File: src/rtl/dmem_arbiter.sv
// dmem_arbiter: round-robin arbiter and IDLE/ISSUE/RESP sequencer that shares
// one synchronous-read data RAM between the CPU port (C) and the loader port (L).
module dmem_arbiter #(
  parameter int ADDR_W = 14,
  parameter int DATA_W = 32
) (
  input  logic              clk,
  input  logic              rst_n,
  input  logic              c_req,
  input  logic              c_we,
  input  logic [31:0]       c_addr,
  input  logic [DATA_W-1:0] c_wdata,
  output logic [DATA_W-1:0] c_rdata,
  output logic              c_ack,
  input  logic              l_req,
  input  logic              l_we,
  input  logic [31:0]       l_addr,
  input  logic [DATA_W-1:0] l_wdata,
  output logic [DATA_W-1:0] l_rdata,
  output logic              l_ack,
  output logic              ram_we,
  output logic [ADDR_W-1:0] ram_addr,
  output logic [DATA_W-1:0] ram_din,
  input  logic [DATA_W-1:0] ram_dout,
  output logic              busy,
  output logic              owner
);

  typedef enum logic [1:0] {IDLE, ISSUE, RESP} state_t;

  state_t              state;
  state_t              next_state;
  logic                prio;
  logic                grant_valid;
  logic                grant_port;
  logic                lat_we;
  logic [ADDR_W-1:0]   lat_addr;
  logic [DATA_W-1:0]   lat_wdata;
  logic [DATA_W-1:0]   c_rdata_q;
  logic [DATA_W-1:0]   l_rdata_q;

  // Upper request address bits are deliberately ignored by the RAM mapping.
  logic unused_addr_bits;
  assign unused_addr_bits = ^{c_addr[31:ADDR_W], l_addr[31:ADDR_W]};

  // State register; reset always returns to IDLE, dropping any transaction.
  always_ff @(posedge clk) begin
    if (!rst_n) state <= IDLE;
    else        state <= next_state;
  end

  // Next-state and grant decision: a lone requester wins, a tie goes to prio.
  always_comb begin
    next_state  = state;
    grant_valid = 1'b0;
    grant_port  = prio;
    case (state)
      IDLE: begin
        if (c_req || l_req) begin
          grant_valid = 1'b1;
          grant_port  = (c_req && l_req) ? prio : l_req;
          next_state  = ISSUE;
        end
      end
      ISSUE:   next_state = RESP;
      RESP:    next_state = IDLE;
      default: next_state = IDLE;
    endcase
  end

  // Latch the granted request, capture read data and rotate priority.
  always_ff @(posedge clk) begin
    if (!rst_n) begin
      prio      <= 1'b0;
      owner     <= 1'b0;
      lat_we    <= 1'b0;
      lat_addr  <= '0;
      lat_wdata <= '0;
      c_rdata_q <= '0;
      l_rdata_q <= '0;
    end else begin
      if (grant_valid) begin
        owner     <= grant_port;
        lat_we    <= grant_port ? l_we : c_we;
        lat_addr  <= grant_port ? l_addr[ADDR_W-1:0] : c_addr[ADDR_W-1:0];
        lat_wdata <= grant_port ? l_wdata : c_wdata;
      end
      if (state == RESP) begin
        prio <= ~owner;
        if (!lat_we) begin
          if (owner) l_rdata_q <= ram_dout;
          else       c_rdata_q <= ram_dout;
        end
      end
    end
  end

  // RAM drive, acks and read-data bypass; the write strobe is gated by reset.
  always_comb begin
    ram_addr = lat_addr;
    ram_din  = lat_wdata;
    ram_we   = (state == ISSUE) && lat_we && rst_n;
    busy     = (state != IDLE);
    c_ack    = (state == RESP) && !owner;
    l_ack    = (state == RESP) && owner;
    c_rdata  = c_rdata_q;
    l_rdata  = l_rdata_q;
    if (state == RESP && !lat_we) begin
      if (owner) l_rdata = ram_dout;
      else       c_rdata = ram_dout;
    end
  end

endmodule

File: config.mk
export PLATFORM = sky130hd
export DESIGN_NAME = dmem_arbiter
export DESIGN_NICKNAME = d
export VERILOG_FILES = /design/src/rtl/dmem_arbiter.sv
export SDC_FILE = /design/constraint.sdc
export NUM_CORES = 1
export LEC_CHECK = 0
export BUFFER_PORTS_ARGS = -buffer_cell sky130_fd_sc_hd__buf_2
export CAP_MARGIN = 10
export CORE_AREA = 2 2 108 110
export CTS_CLUSTER_SIZE = 20
export DETAILED_ROUTE_END_ITERATION = 7
export DIE_AREA = 0 0 110 112
export GPL_ROUTABILITY_DRIVEN = 0
export GPL_TIMING_DRIVEN = 0
export HOLD_SLACK_MARGIN = 0.08
export PLACE_DENSITY = 0.79
export SLEW_MARGIN = 0
export SYNTH_ARGS = -nofsm -noshare
export SYNTH_HDL_FRONTEND = slang
export SYNTH_SLANG_ARGS = --single-unit
File: constraint.sdc
create_clock -name clk -period 1.8 [get_ports clk]
set_input_delay 0.18 -clock clk [delete_from_list [all_inputs] [get_ports clk]]
set_output_delay 0.18 -clock clk [all_outputs]
set_load 0.05 [all_outputs]
==> out/metrics.yaml, run 1 <==
run_status:
  outcome: "finished with violations"
  violations: "setup timing"
routing:
  viasPerCell: 5.29
  vias: 5475
  dr.first_iter.drc_count: 297
  drc: 0
  wl_per_cell_um: 19.9
  routed_wl_mm: 20.6
  antenna_left: 0
  drt-pass1-iter-count: 5
sta:
  tns_ns: -16.66
  fin_crit_sh_pct: 117
  period_minus_slack_ns: 2.10
  rsz0062_at_grt: "true"
  maxSlewHeadroom_pct: 66.4
  layout_setup_ws_ns: -0.302
  hold_ws_ns: 0.161
  skew_ns: 0.0133
  finalHoldViolations: 0
  worstMarginPinSlew_ns: 0.504
  slew_viol_final: 0
  fmax_ghz: 0.476
  setup_viol: 64
logic_synthesis:
  syn-cell-area_mm2: 0.00480
  syn_nets: 656
  synthCells: 490
  yosys_warnings: 0
  synth_top_area_share_pct: 48.0
  synth_area_leaders: "dfxtp_1, mux2_4, and2_1"
  synth_cell_types: 29
  synth-seq-cells: 115
  synth.avg_cell_area_um2: 9.80
  yosys.area.top_type: "dfxtp_1"
  yosysSeqAreaShare_pct: 48.0
floorplan:
  ios: 281
  start_util_pct: 43.0
  die_w_um: 110
  die_area_mm2: 0.0123
  die_h_um: 112
  rows: 39
  coreArea_mm2: 0.0112
pwr:
  peakVddDrop_v: 0.000523
  internal_power_mw: 5.57
  p_leak_nw: 4.16
  netSwitchingFraction_pct: 32.0
  seqPwrFrac_pct: 34.2
  p_per_area_mw_per_mm2: 920
  p_clk_share_pct: 40.8
  p_switching_mw: 2.62
  p_comb_share_pct: 24.9
place:
  pre_cts_ws_ns: -0.182
  dpl_cell_area_mm2: 0.00621
  dp_hpwl_mm: 10.5
  io_buffers: 244
  placed_cells: 877
flow_run:
  drv_cap: 0
critical_path:
  cp.arrival_ns: 1.92
  crit_fanout: 8
  crit_type: "flop to output port"
  start_kind: "flop"
  required_ns: 1.62
  endpoint_kind: "output port"
cells_and_area:
  drive_gt1_share_pct: 46.5
  regArea_mm2: 0.00231
  fin_cells: 1034
  fin_nets: 1044
  finish.instance_area_mm2: 0.00890
  n_antenna_cell: 0
  syn2layout_area_growth_pct: 85.4
  multi_input_area_mm2: 0.00248
  fillCellCount: 600
cts:
  clock-root-buffer: "clkbuf_16"
  h-tree-depth: 4
  path_clk_slew_ns: 0.06
  clock_path_buffers: 2
  clock_latency_ns: 0.40
  numCtsBuffers: 17
  cts.sinks: 115
  cts_tree: "done"
global_route:
  grt_max_degree: 17
  grtUsageTotal_pct: 29.9
  grt_pass1_wl_mm: 28.7
  grt_pass1_vias: 5804
  grt-ovfl-total: 0
  antenna_found_initial: 0
hold_path:
  min_path_type: "primary input to flop"
==> layer usage <==
layer / up-vias / global-route usage [%] / routed length (um)
met5: - / 0 / 0
met4: 0 / 16.4 / 1110
met3: 82 / 7.67 / 1790
met2: 378 / 52.3 / 10400
met1: 2563 / 32.1 / 7270
li1: 2452 / - / -
==> Yosys cell counts <==
| cell type | n |
|---|---|
| nor2b_1 | 1 |
| nand2b_1 | 1 |
| dfxtp_1 | 115 |
| buf_2 | 9 |
| buf_6 | 1 |
| nor3_2 | 1 |
| mux2_1 | 4 |
| nor2b_4 | 1 |
| and2_1 | 65 |
| clkbuf_1 | 18 |
| a31oi_1 | 47 |
| o31ai_1 | 1 |
| mux2_4 | 30 |
| a21oi_1 | 1 |
| and2_4 | 1 |
| nor2_2 | 1 |
| and3b_1 | 2 |
| a21boi_0 | 1 |
| nand2_1 | 95 |
| or2_2 | 1 |
| o2bb2ai_1 | 1 |
| buf_1 | 1 |
| o21ai_0 | 48 |
| buf_4 | 7 |
| a2bb2oi_1 | 1 |
| nor3b_1 | 1 |
| nor2_1 | 2 |
| buf_12 | 3 |
| mux2_2 | 30 |
==> cell families (layout without fill, tap and decap cells) <==
logic type	after synthesis	count (layout)	share of synthesized area [%]
simple gates	172	172	17.8
buf+inv	39	440	5.00
flops	115	115	48.0
mux	64	64	17.4
compound gates	100	100	11.9
==> final timing paths <==
path         slack [ns]  cells after the start         from            end
max reg2reg        0.05                      7     state[0]  l_rdata_q[10]
min reg2reg        0.55                      2   ram_din[8]     ram_din[8]
min                0.16                      3  ram_dout[9]   l_rdata_q[9]
max               -0.30                      6     state[0]    l_rdata[11]
==> cells in the final DEF, fill, tap and decap left out, types with 6 or more instances in the layout <==
| cell | n |
|---|---|
| dfxtp_1 | 112 |
| buf_8 | 34 |
| buf_6 | 38 |
| a31oi_1 | 45 |
| clkbuf_2 | 6 |
| clkbuf_16 | 21 |
| nand2_1 | 95 |
| buf_4 | 25 |
| and2_1 | 65 |
| mux2_4 | 64 |
| clkbuf_1 | 12 |
| o21ai_0 | 48 |
| dlygate4sd3_1 | 94 |
| buf_2 | 184 |
==> final cells by class <==
cell class,count,share of cell area (%)
plain buffers,39,3.40
clock buffers,18,4.93
clock inverters,14,1.73
multi-input cells,336,27.9
well taps,143,2.01
flip-flops and latches,115,26.0
repair buffers,369,34.1
==> timing repair <==
action,CTS,global route
gates cloned,2,5
gates resized for setup,172,73
pin swaps,1,4
setup endpoints to repair,94,105
hold endpoints to repair,47,0
hold buffers,94,0
buffers inserted,10,14
==> state kept, by name (all words and copies together), names as in the netlist <==
signal and count:
l_rdata_q 32, c_rdata_q 32, ram_din 32, state 2, prio 1, lat_we 1, owner 1, ram_addr 14
==> through the flow <==
| step | utilization [%] | total power, mW |
|---|---|---|
| detailed placement | 55.5 | 4.37 |
| CTS | 75.4 | 7.98 |
| global route | 79.7 | 8.45 |
| finish | 79.7 | 8.19 |
| floorplan | - | 3.90 |
| global placement | 55.5 | 4.34 |
==> critical path, cell delays in order, from the launching register on <==
cell	delay, ns
dfxtp_2	0.32
and3b_2	0.23
nor2b_4	0.16
buf_12	0.17
clkbuf_16	0.17
mux2_4	0.32
buf_6	0.16
==> power by group through the flow <==
stage / combinational, mW / clock (mW) / sequential (mW)
after global routing: 2.13 / 3.51 / 2.81
after detailed placement: 1.53 / 0 / 2.84
final: 2.04 / 3.34 / 2.80
after global placement: 1.50 / 0 / 2.83
after CTS: 1.83 / 3.37 / 2.79
after floorplan: 0.632 / 0 / 3.27
Power figures use the tool's default switching activity.
==> run 2, diff against run 1 <==
clock period = 2.5 ns   (was 1.8 ns; I/O delays follow)
==> run 2 against run 1 <==
  * The run now ends clean
  * Via count fell by 19%
  * Critical endpoint is now c_rdata[14]
  * Cell count fell by 12%
  * Register-to-register slack improved by 0.72 ns
==> out/metrics.yaml, run 2 (synthesis results as in run 1) <==
critical_path:
  worstReg2RegEnd: "c_rdata_q[24]"
  rr_worst_depth: 5  # -2
  endpoint: "c_rdata[14]"
  r2r-start: "state[0]"
  cp.arrival_ns: 2.07  # +0.15 ns
  path_buf_inv: 2  # -1
  cp_slowest_cell: "mux2_1"
  startpoint: "state[0]"
  worstPathCellList: "nand2b_1, nor3_4, buf_4, mux2_1, buf_2"
  reg2reg_slack_ns: 0.77  # +0.72 ns
  crit_family: "simple AND/OR/NAND/NOR gates"
  endpoint_kind: "output port"
  required_ns: 2.25  # +0.63 ns
  crit_type: "flop to output port"
  crit_fanout: 10  # +2
  worst_path_largest_cell_delay_ns: 0.36  # +0.04 ns
  critical_path_depth: 5  # -1
  start_kind: "flop"
cells_and_area:
  n_antenna_cell: 0  # unchanged
  final_common_cell: "buf_2"
  fin_nets: 919  # -12%
  fin_cells: 909  # -12%
  final_cell_mix: "buf_2, dfxtp_1, nand2_1, and2_1, o21ai_0"
  final_util_pct: 60.8  # -19 points
  drive_gt1_share_pct: 47.0  # +0.53 points
  syn2layout_area_growth_pct: 41.5
  finish.instance_area_mm2: 0.00680  # -24%
cts:
  clock_latency_ns: 0.39  # about the same
  cts_setup_buffers: 0  # -10
  clock-root-buffer: "clkbuf_16"
  path_clk_slew_ns: 0.06  # about the same
  cts.sinks: 115  # unchanged
  numCtsBuffers: 17  # unchanged
  h-tree-depth: 4  # unchanged
  cts_tree: "done"
  hold_buffers: 0  # -100%
  ctsResizeCount: 0  # -100%
  clock_path_buffers: 2  # unchanged
pwr:
  peakVddDrop_v: 0.000378  # -28%
  p_per_area_mw_per_mm2: 805  # -12%
  p_leak_nw: 3.39  # -18%
place:
  dp_hpwl_mm: 9.96  # -5.1%
  placed_cells: 877  # unchanged
  pre_cts_ws_ns: 0.456  # +0.638 ns
  io_buffers: 244  # unchanged
  dpl_cell_area_mm2: 0.00620  # about the same
global_route:
  grtUsageTotal_pct: 21.6  # -8.3 points
  grt_pass1_vias: 4471  # -23%
  antenna_found_initial: 0  # unchanged
  grt_pass1_wl_mm: 20.9  # -27%
  grt-ovfl-total: 0  # unchanged
  grt_max_degree: 17  # unchanged
sta:
  tns_ns: 0  # +16.66 ns
  period_minus_slack_ns: 2.32
  layout_setup_ws_ns: 0.181  # +0.483 ns
  skew_ns: 0.00589  # -0.00744 ns
  setup_viol: 0  # -100%
  fmax_ghz: 0.431
  maxSlewHeadroom_pct: 69.3  # +2.9 points
  fin_crit_sh_pct: 92.8
  rsz0062_at_grt: "false"
  worstMarginPinSlew_ns: 0.461  # -0.0430 ns
  slew_viol_final: 0  # unchanged
  finalHoldViolations: 0  # unchanged
floorplan:
  die_w_um: 110  # unchanged
  die_area_mm2: 0.0123  # unchanged
  ios: 281  # unchanged
  die_h_um: 112  # unchanged
  rows: 39  # unchanged
  start_util_pct: 43.0  # unchanged
  coreArea_mm2: 0.0112  # unchanged
run_status:
  outcome: "completed"
routing:
  wl_per_cell_um: 14.4  # -28%
  drt-pass1-iter-count: 4  # -1
  viasPerCell: 4.85  # -8.4%
  drc: 0  # unchanged
  antenna_left: 0  # unchanged
  vias: 4409  # -19%
  routed_wl_mm: 13.1  # -36%
  dr.first_iter.drc_count: 167  # -44%
hold_path:
  min_path_type: "primary input to flop"
flow_run:
  drv_cap: 0  # unchanged
-- run 2: per-layer routing --
| layer | track usage (%) | share of wire [%] | up-vias | routed length, um |
|---|---|---|---|---|
| li1 | - | - | 2200 | - |
| met1 | 24.3 | 40 | 2005 | 5290 |
| met2 | 37.4 | 49 | 183 | 6350 |
| met3 | 7.38 | 9.0 | 21 | 1180 |
| met4 | 7.43 | 2.0 | 0 | 267 |
| met5 | 0 | 0 | - | 0 |
-- run 2: through the flow --
step	hold WS (ns)	power (mW)
finish	0.107	5.47
global route	0.102	5.69
CTS	0.0916	5.51
detailed placement	0.515	3.14
global placement	0.511	3.13
floorplan	0.402	2.81
-- run 2: area by class of cell --
class                           instances  area (um^2)
Buffer                                 39          240
Clock buffer                           20          457
Clock inverter                         12          131
Fill cell                            1006         4380
Multi-Input combinational cell        336         2260
Sequential cell                       115         2300
Tap cell                              143          179
Timing Repair Buffer                  244         1220
-- run 2: worst reg2reg max path: cells and delay by family (launching register included) --
family	cells	cell delay (ns)
buffers and inverters	1	0.26
AND/OR/NAND/NOR	3	0.65
flip-flops	1	0.34
multiplexers	1	0.36
-- run 2: worst min-delay path by stage --
stage | end | depth (start not counted) | startpoint
after CTS | ram_din[23] | 3 | l_wdata[23]
after global placement | ram_din[2] | 3 | l_wdata[2]
final | ram_addr[10] | 3 | l_addr[10]
after floorplan | ram_din[13] | 2 | l_wdata[13]
after detailed placement | ram_din[11] | 3 | c_wdata[11]
after global routing | ram_din[31] | 3 | l_wdata[31]
-- run 2: report_power, final --
part | internal [mW] | leakage, nW | switching (mW)
clock | 1.52 | 0.278 | 0.849
combinational | 0.313 | 2.17 | 0.784
sequential | 1.95 | 0.940 | 0.0540
==> run 3, diff against run 2 <==
==> constraint.sdc (replaced) <==
create_clock -name clk -period 2.5 [get_ports clk]
set_input_delay 0.375 -clock clk [delete_from_list [all_inputs] [get_ports clk]]
set_output_delay 0.375 -clock clk [all_outputs]
set_load 0.05 [all_outputs]
==> run 3 against run 2 <==
  * Sequential share of layout area decreased by 0.24 points
  * Sequential cell count unchanged
  * Wire length increased by 0.77%
  * Highest routed layer unchanged
  * Largest power group unchanged
==> out/metrics.yaml, run 3 (synthesis results as in run 1) <==
cells_and_area:
  finish.instance_area_mm2: 0.00684  # +0.70%
  n_antenna_cell: 0  # unchanged
  syn2layout_area_growth_pct: 42.5
  regArea_mm2: 0.00230  # unchanged
  drive_gt1_share_pct: 47.7  # +0.66 points
  final_cell_mix: "buf_2, dfxtp_1, nand2_1, and2_1, o21ai_0"
  fin_nets: 923  # +0.44%
  final_common_cell: "buf_2"
  multi_input_area_mm2: 0.00227  # +0.17%
  fillCellCount: 997  # -0.89%
sta:
  fmax_ghz: 0.416  # -3.6%
  maxSlewHeadroom_pct: 66.6  # -2.6 points
  setup_viol: 0  # unchanged
  worstMarginPinSlew_ns: 0.500  # +0.0392 ns
  finalHoldViolations: 0  # unchanged
  skew_ns: 0.00855  # +0.00266 ns
  slew_viol_final: 0  # unchanged
  hold_ws_ns: 0.225  # +0.118 ns
  tns_ns: 0  # unchanged
  period_minus_slack_ns: 2.41  # +0.0870 ns
  fin_crit_sh_pct: 96.3  # +3.5 points
pwr:
  p_per_area_mw_per_mm2: 800  # -0.56%
  p_switching_mw: 1.73  # +2.8%
  seqPwrFrac_pct: 36.6  # about the same
  p_leak_nw: 3.41  # +0.53%
  netSwitchingFraction_pct: 31.7  # +0.83 points
  internal_power_mw: 3.74  # -1.1%
  peakVddDrop_v: 0.000402  # +6.2%
  p_comb_share_pct: 20.2  # +0.2 points
  p_clk_share_pct: 43.2  # about the same
  total_power_mw: 5.48  # +0.14%
run_status:
  outcome: "completed"
cts:
  clock-root-buffer: "clkbuf_16"
  cts.sinks: 115  # unchanged
  clock_latency_ns: 0.40  # about the same
  clock_path_buffers: 2  # unchanged
  h-tree-depth: 4  # unchanged
  path_clk_slew_ns: 0.06  # about the same
  numCtsBuffers: 17  # unchanged
  cts_tree: "done"
routing:
  viasPerCell: 4.86  # +0.22%
  drt-pass1-iter-count: 5  # +1
  dr.first_iter.drc_count: 162  # -3.0%
  wl_per_cell_um: 14.4  # +0.33%
  vias: 4438  # +0.66%
  antenna_left: 0  # unchanged
  drc: 0  # unchanged
  routed_wl_mm: 13.2  # +0.77%
global_route:
  met2_usage_pct: 36.1  # -1.3 points
  grt_pass1_vias: 4216  # -5.7%
  grt-ovfl-total: 0  # unchanged
  antenna_found_initial: 0  # unchanged
  grtUsageTotal_pct: 21.1  # -0.48 points
  grt_use_met3_pct: 7.26  # -0.12 points
  grt_pass1_wl_mm: 20.3  # -3.2%
  grt_max_degree: 17  # unchanged
  grtUsageMet1_pct: 23.8  # -0.56 points
  grt-busiest-layer: "met2"
flow_run:
  drv_cap: 0  # unchanged
critical_path:
  crit_type: "flop to output port"
  required_ns: 2.12  # -0.13 ns
  startpoint: "state[0]"
  cp.arrival_ns: 2.03  # -0.04 ns
  r2r-start: "state[1]"
  crit_fanout: 10  # unchanged
  start_kind: "flop"
  endpoint_kind: "output port"
place:
  dp_hpwl_mm: 9.94  # -0.18%
  io_buffers: 244  # unchanged
  dpl_cell_area_mm2: 0.00620  # about the same
floorplan:
  die_area_mm2: 0.0123  # unchanged
  start_util_pct: 43.0  # unchanged
  die_w_um: 110  # unchanged
  die_h_um: 112  # unchanged
  rows: 39  # unchanged
  coreArea_mm2: 0.0112  # unchanged
  ios: 281  # unchanged
hold_path:
  min_from: "l_addr[3]"
  min_path_type: "primary input to flop"
## run 3: path summary, 6_finish.rpt
kind / end / slack [ns] / depth (start not counted)
max reg2reg: ram_din[23] / 0.78 / 5
min: ram_addr[3] / 0.23 / 3
max: c_rdata[20] / 0.09 / 6
min reg2reg: ram_din[5] / 0.55 / 2
## run 3: stage by stage
| step | setup slack, ns | cells | util, % |
|---|---|---|---|
| global route | -0.0119 | 913 | 61.2 |
| global placement | 0.334 | 877 | 55.5 |
| finish | 0.0935 | 913 | 61.2 |
| floorplan | 0.141 | 490 | - |
| detailed placement | 0.328 | 877 | 55.5 |
| CTS | 0.00699 | 909 | 60.8 |
## run 3: power by group through the flow
stage               registers [mW]  clock network (mW)  logic [mW]
detailed placement            2.04                   0        1.10
global placement              2.04                   0        1.09
finish                        2.01                2.37        1.10
global route                  2.02                2.50        1.18
floorplan                     2.35                   0       0.454
CTS                           2.00                2.40        1.10
## run 3: metal layers
| metal | routed length [um] | vias up |
|---|---|---|
| met1 | 5400 | 2016 |
| met3 | 1060 | 20 |
| li1 | - | 2216 |
| met2 | 6440 | 186 |
| met4 | 285 | 0 |
| met5 | 0 | - |
## run 3: timing repair
action / CTS / global route
cloned: 0 / 1
buffers inserted: 0 / 3
setup endpoints to repair: 30 / 30
endpoints found under the hold margin: 0 / 0
hold buffers: 0 / 0
resized for setup: 1 / 3
## run 3: critical path, cell delays in order (launching register included)
cell and delay (ns):
dfxtp_1 0.34, nand2b_2 0.22, nor3_4 0.16, buf_12 0.14, buf_4 0.19, mux2_2 0.36, clkbuf_4 0.22
## run 3: area by class of cell
cell class	count	share of cell area, %
well taps	143	2.61
clock buffers	17	6.22
plain buffers	39	3.57
multi-input cells	336	33.2
flip-flops and latches	115	33.6
repair buffers	248	18.5
clock inverters	15	2.34
